<file path="config.mk">
export PLATFORM = sky130hd
export DESIGN_NAME = tract_mem_stage
export DESIGN_NICKNAME = d
export VERILOG_FILES = /design/src/rtl/tract_pkg.sv /design/src/rtl/tract_load_ext.sv /design/src/rtl/tract_mem_stage.sv
export SDC_FILE = /design/constraint.sdc
export NUM_CORES = 1
export LEC_CHECK = 0
export ABC_CLOCK_PERIOD_IN_PS = 3400
export BUFFER_PORTS_ARGS = -buffer_cell sky130_fd_sc_hd__buf_2
export CAP_MARGIN = 20
export CORE_ASPECT_RATIO = 1.4
export CORE_MARGIN = 3
export CORE_UTILIZATION = 28
export CTS_CLUSTER_DIAMETER = 200
export CTS_CLUSTER_SIZE = 10
export DETAILED_ROUTE_END_ITERATION = 7
export PLACE_DENSITY = 0.61
export SLEW_MARGIN = 15
export SYNTH_ARGS = -nofsm -noshare
export SYNTH_HDL_FRONTEND = slang
export SYNTH_SLANG_ARGS = --single-unit
export TNS_END_PERCENT = 100
</file>
<file path="constraint.sdc">
create_clock -name clk -period 3.4 [get_ports clk]
set_input_delay 0.51 -clock clk [delete_from_list [all_inputs] [get_ports clk]]
set_output_delay 0.51 -clock clk [all_outputs]
set_load 0.02 [all_outputs]
</file>
<file path="src/rtl/tract_pkg.sv">
// Shared types and lane constants for the RV32I memory stage.
// Encodings of the result/store/load selectors driven from execute.
package tract_pkg;

  typedef enum logic [1:0] {
    RES_ALU  = 2'b00,
    RES_LOAD = 2'b01,
    RES_PC4  = 2'b10
  } result_src_t;

  typedef enum logic [1:0] {
    ST_SW = 2'b00,
    ST_SH = 2'b01,
    ST_SB = 2'b10
  } store_src_t;

  typedef enum logic [2:0] {
    LD_LW  = 3'b000,
    LD_LH  = 3'b001,
    LD_LB  = 3'b010,
    LD_LHU = 3'b011,
    LD_LBU = 3'b100
  } load_src_t;

  typedef enum logic {
    IDLE = 1'b0,
    WAIT = 1'b1
  } mem_state_t;

  // Byte-enable seeds, shifted left by the lane offset.
  localparam logic [3:0] BE_WORD = 4'b1111;
  localparam logic [3:0] BE_HALF = 4'b0011;
  localparam logic [3:0] BE_BYTE = 4'b0001;

endpackage

</file>
<file path="src/rtl/tract_load_ext.sv">
// Load extraction: picks the addressed byte/halfword and extends it.
// Reserved load encodings fall through to a full-word pass-through.
module tract_load_ext
  import tract_pkg::*;
(
  input  logic [31:0] rdata,
  input  logic [1:0]  offset,
  input  logic [2:0]  load_src,
  output logic [31:0] value
);

  logic [7:0]  byte_sel;
  logic [15:0] half_sel;

  always_comb begin
    byte_sel = rdata[7:0];
    case (offset)
      2'd0: byte_sel = rdata[7:0];
      2'd1: byte_sel = rdata[15:8];
      2'd2: byte_sel = rdata[23:16];
      2'd3: byte_sel = rdata[31:24];
      default: byte_sel = rdata[7:0];
    endcase
    half_sel = offset[1] ? rdata[31:16] : rdata[15:0];
  end

  always_comb begin
    value = rdata;
    case (load_src)
      LD_LH:   value = {{16{half_sel[15]}}, half_sel};
      LD_LB:   value = {{24{byte_sel[7]}}, byte_sel};
      LD_LHU:  value = {16'h0000, half_sel};
      LD_LBU:  value = {24'h000000, byte_sel};
      default: value = rdata;
    endcase
  end

endmodule

</file>
<file path="src/rtl/tract_mem_stage.sv">
// RV32I memory stage: E/M and M/W registers, dmem handshake with timeout.
// Optional misaligned-access trap enabled by TRACT_MISALIGN_TRAP_EN.
module tract_mem_stage
  import tract_pkg::*;
#(
  parameter int XLEN     = 32,
  parameter int WAIT_MAX = 15,
  parameter int CNT_W    = 4
) (
  input  logic            clk,
  input  logic            reset,
  input  logic            RegWriteE,
  input  logic [1:0]      ResultSrcE,
  input  logic            MemWriteE,
  input  logic [1:0]      StoreSrcE,
  input  logic [2:0]      LoadSrcE,
  input  logic [XLEN-1:0] ALUResultE,
  input  logic [XLEN-1:0] WriteDataE,
  input  logic [4:0]      RdE,
  input  logic [XLEN-1:0] PCPlus4E,
  output logic            dmem_req,
  output logic            dmem_we,
  output logic [XLEN-1:0] dmem_addr,
  output logic [3:0]      dmem_be,
  output logic [XLEN-1:0] dmem_wdata,
  input  logic [XLEN-1:0] dmem_rdata,
  input  logic            dmem_ready,
  output logic            StallM,
  output logic [XLEN-1:0] ALUResultM,
  output logic [4:0]      RdM,
  output logic            RegWriteM,
  output logic            RegWriteW,
  output logic [1:0]      ResultSrcW,
  output logic [XLEN-1:0] ALUResultW,
  output logic [XLEN-1:0] ReadDataW,
  output logic [4:0]      RdW,
  output logic [XLEN-1:0] PCPlus4W,
`ifdef TRACT_MISALIGN_TRAP_EN
  output logic            bus_err,
  output logic            misalign_m
`else
  output logic            bus_err
`endif
);

  logic [1:0]      result_src_m;
  logic            mem_write_m;
  logic [1:0]      store_src_m;
  logic [2:0]      load_src_m;
  logic [XLEN-1:0] write_data_m;
  logic [XLEN-1:0] pc_plus4_m;

  mem_state_t      state, state_n;
  logic [CNT_W-1:0] wait_cnt, cnt_n;
  logic            mem_op, is_load, misalign, timeout;
  logic [1:0]      a;
  logic [XLEN-1:0] rdata_sel, load_val;

  always_ff @(posedge clk) begin
    if (reset) begin
      RegWriteM    <= 1'b0;
      result_src_m <= 2'b00;
      mem_write_m  <= 1'b0;
      store_src_m  <= 2'b00;
      load_src_m   <= 3'b000;
      ALUResultM   <= '0;
      write_data_m <= '0;
      RdM          <= 5'd0;
      pc_plus4_m   <= '0;
    end else if (!StallM) begin
      RegWriteM    <= RegWriteE;
      result_src_m <= ResultSrcE;
      mem_write_m  <= MemWriteE;
      store_src_m  <= StoreSrcE;
      load_src_m   <= LoadSrcE;
      ALUResultM   <= ALUResultE;
      write_data_m <= WriteDataE;
      RdM          <= RdE;
      pc_plus4_m   <= PCPlus4E;
    end
  end

  assign a       = ALUResultM[1:0];
  assign is_load = (result_src_m == RES_LOAD);
  assign mem_op  = mem_write_m | is_load;

`ifdef TRACT_MISALIGN_TRAP_EN
  logic st_word, ld_word, ld_half;
  assign st_word  = (store_src_m != ST_SH) && (store_src_m != ST_SB);
  assign ld_half  = (load_src_m == LD_LH) || (load_src_m == LD_LHU);
  assign ld_word  = !ld_half && (load_src_m != LD_LB) && (load_src_m != LD_LBU);
  assign misalign = mem_write_m ? ((st_word && a != 2'b00) || (store_src_m == ST_SH && a[0]))
                  : is_load && ((ld_word && a != 2'b00) || (ld_half && a[0]));
`else
  assign misalign = 1'b0;
`endif

  always_ff @(posedge clk) begin
    if (reset) begin
      state    <= IDLE;
      wait_cnt <= '0;
      bus_err  <= 1'b0;
    end else begin
      state    <= state_n;
      wait_cnt <= cnt_n;
      bus_err  <= bus_err | timeout;
    end
  end

  always_comb begin
    state_n  = state;
    cnt_n    = wait_cnt;
    dmem_req = 1'b0;
    StallM   = 1'b0;
    timeout  = 1'b0;
    case (state)
      IDLE: begin
        dmem_req = mem_op & ~misalign;
        if (dmem_req && !dmem_ready) begin
          StallM  = 1'b1;
          state_n = WAIT;
          cnt_n   = CNT_W'(1);
        end
      end
      WAIT: begin
        dmem_req = 1'b1;
        if (dmem_ready) begin
          state_n = IDLE;
        end else if (wait_cnt == CNT_W'(WAIT_MAX)) begin
          // Give up: complete with zero data and flag the bus error.
          timeout = 1'b1;
          state_n = IDLE;
        end else begin
          StallM = 1'b1;
          cnt_n  = wait_cnt + CNT_W'(1);
        end
      end
      default: state_n = IDLE;
    endcase
  end

  assign dmem_we   = mem_write_m & dmem_req;
  assign dmem_addr = {ALUResultM[XLEN-1:2], 2'b00};

  always_comb begin
    dmem_be    = BE_WORD;
    dmem_wdata = write_data_m;
    if (mem_write_m) begin
      case (store_src_m)
        ST_SH: begin
          dmem_be    = BE_HALF << {a[1], 1'b0};
          dmem_wdata = {2{write_data_m[15:0]}};
        end
        ST_SB: begin
          dmem_be    = BE_BYTE << a;
          dmem_wdata = {4{write_data_m[7:0]}};
        end
        default: begin
          dmem_be    = BE_WORD;
          dmem_wdata = write_data_m;
        end
      endcase
    end
  end

  assign rdata_sel = timeout ? '0 : dmem_rdata;

  tract_load_ext u_load_ext (
    .rdata    (rdata_sel),
    .offset   (a),
    .load_src (load_src_m),
    .value    (load_val)
  );

  // A stall cycle pushes a zeroed bubble into W.
  always_ff @(posedge clk) begin
    if (reset || StallM) begin
      RegWriteW  <= 1'b0;
      ResultSrcW <= 2'b00;
      ALUResultW <= '0;
      ReadDataW  <= '0;
      RdW        <= 5'd0;
      PCPlus4W   <= '0;
    end else begin
      RegWriteW  <= RegWriteM & ~misalign;
      ResultSrcW <= result_src_m;
      ALUResultW <= ALUResultM;
      ReadDataW  <= load_val;
      RdW        <= RdM;
      PCPlus4W   <= pc_plus4_m;
    end
  end

`ifdef TRACT_MISALIGN_TRAP_EN
  always_ff @(posedge clk) begin
    if (reset || StallM) misalign_m <= 1'b0;
    else                 misalign_m <= misalign & mem_op;
  end
`endif

endmodule
</file>
==> results of run 1 <==
worst max path at each step:
stage / start / end / slack, ns / cells after the start
6_report: store_src_m[0] / dmem_wdata[17] / 0.29 / 7
5_1_grt: store_src_m[0] / dmem_wdata[19] / 0.14 / 7
4_1_cts: store_src_m[0] / dmem_wdata[17] / 0.28 / 7
3_5_place_dp: store_src_m[0] / dmem_wdata[17] / 0.87 / 7
3_3_place_gp: store_src_m[0] / dmem_wdata[20] / 0.86 / 7
2_1_floorplan: store_src_m[0] / dmem_wdata[29] / 1.27 / 7
layout make-up:
type                            instances  area [sq um]  share of cell area [%]
Antenna cell                            4         10.01                 0.09488
Clock buffer                           25         625.6                   5.930
Clock inverter                          1         8.758                 0.08302
Inverter                                8         32.53                  0.3083
Multi-Input combinational cell        602          3103                   29.41
Sequential cell                       220          4404                   41.75
Tap cell                              375         469.2                   4.447
Timing Repair Buffer                  366          1897                   17.98
layout by cell type, fill, tap and decap left out, drive strengths merged, types with 2 or more instances in the layout:
master and n:
buf 366, nand2 241, dfxtp 220, a21oi 138, and2 72, nor2 33
clkbuf 25, nor3 20, a22o 16, mux2i 10, a211oi 9, inv 9
o21ai 8, a221oi 8, a22oi 8, mux2 6, nand2b 5, diode 4
or3 3, ha 3, nor2b 3, nand3 2, nor4 2, conb 2
registers in the layout (all words and copies together) (netlist names), 2 cells and up:
signal and cells:
ResultSrcW 2, RdM 5, store_src_m 2, ALUResultW 32
write_data_m 32, load_src_m 3, pc_plus4_m 32, ReadDataW 32
result_src_m 2, wait_cnt 4, PCPlus4W 32, RdW 5
ALUResultM 32
worst max-delay path: cells and delay by family (launching register included):
| family | cells | cell delay, ns |
|---|---|---|
| AND/OR/NAND/NOR | 2 | 0.75 |
| buffers and inverters | 3 | 0.43 |
| flip-flops | 1 | 0.36 |
| adder cells (fa/ha/maj) | 1 | 0.30 |
| AO/OA/AOI/OAI | 1 | 0.24 |
report_power, final:
part	total [mW]	switching, mW	leakage, nW	internal, mW
clock	2.27	0.982	0.313	1.29
combinational	1.04	0.674	2.94	0.364
sequential	2.88	0.117	1.81	2.76
kinds of logic (layout without fill, tap and decap cells):
family	count (synthesis)	in the layout	synth area share, %
other	1	6	0.04602
buffers and inverters	116	400	7.923
XOR/XNOR	1	1	0.1075
AO/OA/AOI/OAI	195	195	14.25
AND/OR/NAND/NOR	385	385	21.11
multiplexers	16	16	2.057
flip-flops	220	220	54.05
adder cells (fa/ha/maj)	3	3	0.4607
through the flow:
stage                     hold WS, ns  std cells  power, mW  utilization, %  cell area (sq um)
after global placement         0.4332       1571      3.975           34.76               9906
final                          0.2330       1601      6.190           37.02              10550
after floorplan                0.4273        938      3.614               -               8153
after CTS                      0.2005       1597      6.293           36.99              10540
after detailed placement       0.4379       1571      3.987           34.76               9906
after global routing           0.2198       1600      6.475           37.01              10550
routing by layer:
metal | vias to the layer above | global-route usage (%) | wire, um
met5 | - | 0 | 11
met4 | 2 | 7.041 | 922
met3 | 60 | 2.468 | 1558
met2 | 272 | 28.11 | 13140
met1 | 3356 | 19.05 | 10590
li1 | 3596 | - | -
==> impl_results.md, run 1 <==
* Iter 0 DRT Violations at 509
* Crit path arrival time at 2.60 ns
* Leak at 5.066 nW
* Cell taking the most area after synthesis: dfxtp_1
* Ys flop type: dfxtp_1
* Most frequent cell after synthesis: nand2_1
* Vias at 7,286
* Number of global-route vias before repair at 7,220
* Port-buffer cells at 356
* Fin. max-slew vios at 0
* Tightest Pin Transition at 0.7950 ns
* Sink Count at 220
* RSZ-0062 raised after global routing: false
* Num CTS Buffers at 25
* Worst-Skew Late Latency at 0.52 ns
* Status: complete, no violations
* Fraction of layout cells with a size suffix above 1 at 33.14%
* Fin Setup TNS at 0 ns
* Antenna violations before repair at 5
* ANT nets after route at 0
* Hold crit path type: primary input to flip-flop
* Root buffer cell: clkbuf_16
* Worst-case hold path end point: load_src_m[0]
* EDFF count, synth at 0
* Routed WL per cell at 16.38 um
* Pre-CTS setup slack at 0.8662 ns
* Final Wtd Congestion at 0.8772
* Synth async-reset ratio at 0%
* CTS Hold Bufs at 0
* Filler cell count at 2,951
* Crit-path max cell delay at 0.61 ns
* CP cell instances: inv_1 -> ha_1 -> nand2b_1 -> buf_4 -> nor2_1 -> a22o_1 -> buf_2
* Flop2flop setup slack at 1.22 ns
* CP Capture Type: output port
* RR Endpoint: ALUResultM[6]
* Routed WL at 26,220 um
* Register bit total from synthesis at 220
* Total track usage at 16.00%
* Max transition margin at 46.76%
* Mapped Avg Cell Area at 8.697 sq um
* CTS max path bufs at 3
* Die W at 150.2 um
* Sequential-to-total area share from yosys stat at 54.05%
* Largest net degree at the start of global routing at 115
* Max Cap Viol at 0
* Final Cycle Share at 91.34%
* PwrDens at 586.7 mW/mm^2
* Final Hold Viols at 0
* Post-layout nets at 1,371
* Synth Instances at 937
* Synth unique cells at 43
* Synth top area share at 54.05%
* First-pass iteration count of the detailed router at 5
* Initial Util at 28.60%
* F_max at 322.0 MHz
* Warnings from Yosys at 0
* First-pass GRT wire length at 39,980 um
* Routed vias/inst at 4.551
* HP Start: LoadSrcE[0]
* Crit path max fanout at 17
* Final Skew at 0.01202 ns
* Row cnt at 73
* Max IR drop VDD at 0.3111 mV
* Syn Std Cell Area at 0.008149 sq mm
* Top cells by count, synth: nand2_1, dfxtp_1, a21oi_1, and2_1, buf_4
* DIE AREA at 0.03122 sq mm
* Ports at 359
* Hold Path Depth at 3
* H-tree depth at 1
* TritonCTS clock tree: done
* # resized after CTS at 0
* Setup violators final at 0
* DR DRC count at 0
* Detail Placement HPWL at 18,590 um
* GRT overflow at 0
* Layout overhead on the synthesized area at 29.46%
* Reg2reg start: wait_cnt[0]
* CP max-delay cell: nor2_1
* Core ar. at 0.02850 sq mm
* Post-CTS setup buffer count at 0
* Worst EP required at 2.89 ns
* Largest cells by area after synthesis: dfxtp_1, nand2_1, a21oi_1
* Fin crit period at 3.105 ns
* Die height at 207.9 um
* Setup CP Type: flip-flop to output port
* Worst R2R Path Depth at 7
* Clk slew on worst S/H paths at 0.06 ns
* Critical Path Source Type: flip-flop
* Worst setup margin at 0.2946 ns
No activity file was read; power rests on OpenSTA's default activity.
==> inputs of run 2 (changes only) <==
--- a/config.mk
+++ b/config.mk
@@ -5,6 +5,7 @@
 export SDC_FILE = /design/constraint.sdc
 export NUM_CORES = 1
 export LEC_CHECK = 0
+export ABC_AREA = 1
 export ABC_CLOCK_PERIOD_IN_PS = 3400
 export BUFFER_PORTS_ARGS = -buffer_cell sky130_fd_sc_hd__buf_2
 export CAP_MARGIN = 20
==> run 2 against run 1 <==
Sequential power about the same. Worst hold slack got worse by 0.049 ns. Sequential share of layout area increased by 0.11 points. Core utilization decreased by 0.21 points. Maximum frequency increased by 14%. Count of clock-buffer cells in the layout unchanged. Largest cell class unchanged. Highest routed layer unchanged.
==> impl_results.md, run 2 <==
* Final Skew at 0.008296 ns (-0.003726 ns)
* Register area at 0.004404 sq mm (unchanged)
* Crit path max fanout at 32 (+15)
* CTS Hold Bufs at 0 (unchanged)
* Leak at 5.386 nW (+6.3%)
* # resized after CTS at 0 (unchanged)
* Final Wtd Congestion at 0.8287 (-5.5%)
* Number of global-route vias before repair at 6,979 (-3.3%)
* Port-buffer cells at 356 (unchanged)
* Post-CTS setup buffer count at 0 (unchanged)
* Ys flop type: dfxtp_1
* Hold crit path type: primary input to flip-flop
* Worst R2R Path Depth at 10 (+3)
* Buf+Inv Stages, Crit Path at 3 (unchanged)
* Most frequent cells in the layout: buf_2, dfxtp_1, nand2_1
* Worst Setup EP: dmem_wdata[27]
* Warnings from Yosys at 0 (unchanged)
* DIE AREA at 0.03123 sq mm (about the same)
* Critical Path Source Type: flip-flop
* CP Capture Type: output port
* Max IR drop VDD at 0.3329 mV (+7.0%)
* Largest cells by area after synthesis: dfxtp_1, nand2_1, inv_1
* Area of the multi-input gates at 0.002537 sq mm (-18%)
* Vias at 7,349 (+0.86%)
* Family with the most delay on the worst path: buffers and inverters
* Die W at 150.2 um (about the same)
* PwrDens at 591.6 mW/mm^2 (+0.83%)
* Num CTS Buffers at 25 (unchanged)
* Root buffer cell: clkbuf_16
* Reg2reg start: wait_cnt[0]
* HP Start: WriteDataE[30]
* Synth unique cells at 32 (-26%)
* First-pass GRT wire length at 38,010 um (-4.9%)
* Sink Count at 220 (unchanged)
* Routed WL at 25,030 um (-4.6%)
* DR DRC count at 0 (unchanged)
* Ports at 359 (unchanged)
* Row cnt at 73 (unchanged)
* Fin Setup TNS at 0 ns (unchanged)
* Cell taking the most area after synthesis: dfxtp_1
* Mapped Avg Cell Area at 8.071 sq um (-7.2%)
* Placed Area at 0.009878 sq mm (-0.28%)
* CP cell instances: inv_1 -> ha_1 -> nor2_2 -> buf_4 -> nand2_1 -> o21ai_0 -> buf_2
* Layout overhead on the synthesized area at 29.09%
* Antenna violations before repair at 5 (unchanged)
* F_max at 366.3 MHz (+14%)
* CP Launch Point: store_src_m[0]
* Synth top area share at 54.03% (about the same)
* Worst EP required at 2.89 ns (about the same)
* ANT nets after route at 0 (unchanged)
* Total power draw at 6.225 mW (+0.56%)
* Crit-path max cell delay at 0.35 ns (-0.26 ns)
* Max Cap Viol at 0 (unchanged)
* First-pass iteration count of the detailed router at 5 (unchanged)
* Worst-Skew Late Latency at 0.52 ns (about the same)
* Top cells by count, synth: dfxtp_1, nand2_1, inv_1, nor2_1, o21ai_1
* Critical path depth at 7 (unchanged)
* RSZ-0062 raised after global routing: false
* EDFF count, synth at 0 (unchanged)
* Total track usage at 15.23% (-0.77 points)
* Sequential-to-total area share from yosys stat at 54.03% (about the same)
* Routed vias/inst at 4.346 (-4.5%)
* Max transition margin at 52.10% (+5.3 points)
* Filler cell count at 3,008 (+1.9%)
* CP max-delay cell: buf_4
* Fin crit period at 2.730 ns (-0.3751 ns)
* Synth Instances at 1,010 (+7.8%)
* Fin. max-slew vios at 0 (unchanged)
* CTS max path bufs at 3 (unchanged)
* Post-layout nets at 1,461 (+6.6%)
* Tightest Pin Transition at 0.7179 ns (-0.07716 ns)
* Syn Std Cell Area at 0.008152 sq mm (about the same)
* Most common cell after layout, fill and taps aside: buf_2
* Crit path arrival time at 2.22 ns (-0.38 ns)
* Setup CP Type: flip-flop to output port
* Most frequent cell after synthesis: dfxtp_1
* Routed WL per cell at 14.80 um (-9.6%)
* Final Cycle Share at 80.30% (-11 points)
* Register bit total from synthesis at 220 (unchanged)
* Flop2flop setup slack at 1.15 ns (-0.07 ns)
* Detail Placement HPWL at 18,480 um (-0.58%)
* Setup violators final at 0 (unchanged)
* Post-route cell area at 0.01052 sq mm (-0.26%)
* Fraction of layout cells with a size suffix above 1 at 31.55% (-1.6 points)
* Initial Util at 28.51% (-0.083 points)
* Synth async-reset ratio at 0% (unchanged)
* Iter 0 DRT Violations at 405 (-20%)
* Largest net degree at the start of global routing at 76 (-34%)
* H-tree depth at 1 (unchanged)
* Die height at 207.9 um (about the same)
* TritonCTS clock tree: done
* Core ar. at 0.02859 sq mm (+0.32%)
* RR Endpoint: ALUResultM[24]
* Status: complete, no violations
* Final Hold Viols at 0 (unchanged)
* Clk slew on worst S/H paths at 0.05 ns (about the same)
* GRT overflow at 0 (unchanged)
## run 2: worst min-delay path by stage
| stage | to | cells past startpoint |
|---|---|---|
| floorplan | PCPlus4W[0] | 2 |
| global placement | PCPlus4W[4] | 2 |
| detailed placement | PCPlus4W[0] | 2 |
| CTS | write_data_m[30] | 3 |
| global route | write_data_m[27] | 3 |
| finish | write_data_m[30] | 3 |
## run 2: per-stage QoR
| step | worst slack [ns] | hold WS (ns) | utilization [%] | instances |
|---|---|---|---|---|
| 6_report | 0.6696 | 0.1836 | 36.81 | 1691 |
| 2_1_floorplan | 1.246 | 0.4161 | - | 1011 |
| 4_1_cts | 0.6247 | 0.1545 | 36.77 | 1687 |
| 3_5_place_dp | 1.109 | 0.4232 | 34.55 | 1661 |
| 5_1_grt | 0.4843 | 0.1753 | 36.81 | 1691 |
| 3_3_place_gp | 1.175 | 0.4223 | 34.55 | 1661 |
## run 2: where the power goes
| part | switching (mW) | total (mW) | internal [mW] | leakage, nW |
|---|---|---|---|---|
| clock | 0.969 | 2.26 | 1.29 | 0.313 |
| sequential | 0.0761 | 2.86 | 2.78 | 1.81 |
| combinational | 0.757 | 1.11 | 0.356 | 3.26 |
| total | 1.80 | 6.23 | 4.42 | 5.39 |
## run 2: cells by family (layout without fill, tap and decap cells)
logic type | count (synthesis) | after routing | synth area share, %
and+or+nand+nor | 348 | 348 | 18.07
AOI/OAI and AO/OA | 192 | 192 | 12.31
other | 1 | 6 | 0.04600
xor gates and xnor gates | 1 | 1 | 0.1075
buffers and inverters | 245 | 546 | 14.98
adders and majority gates | 3 | 3 | 0.4605
DFF | 220 | 220 | 54.03
## run 2: layout make-up
class / instances / share of cell area, %
inverter: 156 / 5.589
multi-input combinational: 546 / 24.11
tap: 375 / 4.459
timing repair buffer: 364 / 17.86
clock buffer: 25 / 5.945
clock inverter: 1 / 0.08323
antenna: 4 / 0.09512
sequential: 220 / 41.85
## run 2: layer usage
layer	share of wire, %	routed length (um)	global-route usage, %
met2	51	12790	27.43
met1	39	9873	17.60
met5	0.052	13	0
met3	6.6	1643	2.948
met4	2.8	705	5.715
## run 2: worst reg2reg max path, cell delays in order, from the launching register on
cell and delay, ns:
dfxtp_1 0.37, ha_1 0.22, nand2_2 0.08, nor2_4 0.14, inv_1 0.06, nand3_2 0.12
nand2_4 0.40, inv_4 0.23, buf_12 0.29, nand2_1 0.17, o21ai_1 0.09
==> inputs of run 3 (changes only) <==
--- a/config.mk
+++ b/config.mk
@@ -5,8 +5,8 @@
 export SDC_FILE = /design/constraint.sdc
 export NUM_CORES = 1
 export LEC_CHECK = 0
-export ABC_AREA = 1
-export ABC_CLOCK_PERIOD_IN_PS = 3400
+export ABC_AREA = 0
+export ABC_CLOCK_PERIOD_IN_PS = 2800
 export BUFFER_PORTS_ARGS = -buffer_cell sky130_fd_sc_hd__buf_2
 export CAP_MARGIN = 20
 export CORE_ASPECT_RATIO = 1.4
==> constraint.sdc (replaced) <==
create_clock -name clk -period 2.8 [get_ports clk]
set_input_delay 0.42 -clock clk [delete_from_list [all_inputs] [get_ports clk]]
set_output_delay 0.42 -clock clk [all_outputs]
set_load 0.02 [all_outputs]
==> run 3 against run 2 <==
Worst hold slack got worse by 0.064 ns. Via count shrank 0.31%. Setup slack worse by 0.55 ns. Sequential power up 22%. Non-clock buffer count grew 6. Critical endpoint is now dmem_wdata[30]. Largest cell class unchanged. Largest power group unchanged.
==> impl_results.md, run 3 (synthesized netlist as in run 1, its figures left out) <==
* Max IR drop VDD at 0.4532 mV (+36%)
* Flop2flop setup slack at 0.67 ns (-0.48 ns)
* Clk slew on worst S/H paths at 0.06 ns (about the same)
* Routed WL per cell at 16.17 um (+9.3%)
* Max Cap Viol at 0 (unchanged)
* CP Capture Type: output port
* Max transition margin at 48.74% (-3.4 points)
* Layout overhead on the synthesized area at 30.08%
* Post-CTS setup buffer count at 0 (unchanged)
* F_max at 373.5 MHz
* Initial Util at 28.60% (+0.083 points)
* Crit-path max cell delay at 0.35 ns (about the same)
* DIE AREA at 0.03122 sq mm (about the same)
* Die W at 150.2 um (about the same)
* Row cnt at 73 (unchanged)
* Antenna violations before repair at 3 (-2)
* Root buffer cell: clkbuf_16
* Leak at 5.095 nW (-5.4%)
* GRT overflow at 0 (unchanged)
* Final Cycle Share at 95.62%
* CP cell instances: inv_1 -> ha_1 -> nand2b_1 -> buf_4 -> a221oi_1 -> nor2_1 -> buf_2
* Post-layout nets at 1,375 (-5.9%)
* TritonCTS clock tree: done
* Number of global-route vias before repair at 7,100 (+1.7%)
* Filler cell count at 3,029 (+0.70%)
* Vias at 7,326 (-0.31%)
* Final Wtd Congestion at 0.8475 (+2.3%)
* Final Skew at 0.01619 ns (+0.007894 ns)
* Pre-CTS setup slack at 0.6121 ns (-0.4968 ns)
* RSZ-0062 raised after global routing: false
* Most common cell after layout, fill and taps aside: buf_2
* Status: complete, no violations
* Fin crit period at 2.677 ns
* Critical Path Source Type: flip-flop
* CTS max path bufs at 3 (unchanged)
* Fin Setup TNS at 0 ns (unchanged)
* Setup violators final at 0 (unchanged)
* Ports at 359 (unchanged)
* PwrDens at 712.4 mW/mm^2 (+20%)
* First-pass iteration count of the detailed router at 5 (unchanged)
* DR DRC count at 0 (unchanged)
* Setup CP Type: flip-flop to output port
* Port-buffer cells at 356 (unchanged)
* Fin. max-slew vios at 0 (unchanged)
* Sink Count at 220 (unchanged)
* H-tree depth at 1 (unchanged)
* Hold crit path type: primary input to flip-flop
* Worst-Skew Late Latency at 0.54 ns (+0.02 ns)
* Largest net degree at the start of global routing at 115 (+51%)
* ANT nets after route at 0 (unchanged)
* Iter 0 DRT Violations at 361 (-11%)
* Final Hold Viols at 0 (unchanged)
* Num CTS Buffers at 25 (unchanged)
* CP max-delay cell: dfxtp_1
* Hold WS at 0.1196 ns (-0.06405 ns)
* Worst setup margin at 0.1226 ns (-0.5470 ns)
* Fraction of layout cells with a size suffix above 1 at 33.61% (+2.1 points)
* First-pass GRT wire length at 39,340 um (+3.5%)
* Detail Placement HPWL at 18,730 um (+1.4%)
* Crit path max fanout at 16 (-50%)
* Routed WL at 25,930 um (+3.6%)
* Most frequent cells in the layout: buf_2, nand2_1, dfxtp_1
* Core ar. at 0.02850 sq mm (-0.32%)
* Tightest Pin Transition at 0.7670 ns (+0.04911 ns)
* Crit path arrival time at 2.26 ns (+0.04 ns)
* Die height at 207.9 um (about the same)
* Routed vias/inst at 4.567 (+5.1%)
* Total track usage at 15.64% (+0.41 points)
* Final core utilization at 37.20% (+0.39 points)
* Worst EP required at 2.38 ns (-0.51 ns)
-- run 3: changes by cell type in the layout (fill, tap and decap cells not counted), moves of 52 or more --
cell     delta
o21ai_1    -80
o21ai_0    -56
and2_1     +72
nand2_1    +52
a21oi_1   +113
inv_1     -143
nor2_1     -62
-- run 3: timing repair --
action	4_1_cts	5_1_grt
hold buffers	0	0
hold endpoints to repair	0	0
gates resized for setup	0	3
endpoints found under the setup margin	0	17
-- run 3: power by group --
group | leakage [nW] | internal [mW] | switching (mW)
clock | 0.318 | 1.57 | 1.21
combinational | 2.96 | 0.448 | 0.829
sequential | 1.81 | 3.36 | 0.139
total | 5.10 | 5.38 | 2.17
-- run 3: area by class of cell --
type / count / area (sq um) / area share [%]
multi-input cells: 602 / 3114 / 29.38
clock buffers: 25 / 625.6 / 5.902
clock inverters: 1 / 20.02 / 0.1889
well taps: 375 / 469.2 / 4.426
flip-flops and latches: 220 / 4404 / 41.55
inverters: 8 / 32.53 / 0.3069
diodes: 3 / 7.507 / 0.07082
repair buffers: 370 / 1927 / 18.18
-- run 3: worst paths after layout --
check / start / cells after the start / endpoint
hold / removal: LoadSrcE[0] / 3 / load_src_m[0]
setup / recovery: store_src_m[0] / 7 / dmem_wdata[30]
setup reg to reg: ALUResultM[1] / 5 / ReadDataW[25]
hold reg to reg: pc_plus4_m[28] / 2 / pc_plus4_m[28]
-- run 3: routing by layer --
| layer | vias to the layer above | global-route usage (%) | share of wire (%) |
|---|---|---|---|
| met1 | 3376 | 18.34 | 40 |
| met4 | 0 | 7.420 | 4.0 |
| met2 | 276 | 27.29 | 50 |
| met3 | 56 | 2.752 | 6.6 |
| li1 | 3618 | - | - |
| met5 | - | 0 | 0 |
-- run 3: stage by stage --
stage | total power, mW | instances | cell area [sq um]
6_report | 7.552 | 1604 | 10600
5_1_grt | 7.906 | 1604 | 10600
4_1_cts | 7.665 | 1601 | 10580
3_5_place_dp | 4.847 | 1575 | 9936
3_3_place_gp | 4.833 | 1575 | 9936
2_1_floorplan | 4.388 | 938 | 8153
-- run 3: worst max-delay path: cells and delay by family (launching register included) --
kind	cells	cell delay [ns]
DFF	1	0.35
and+or+nand+nor	2	0.28
adders and majority gates	1	0.30
AOI/OAI and AO/OA	1	0.33
buffers and inverters	3	0.46
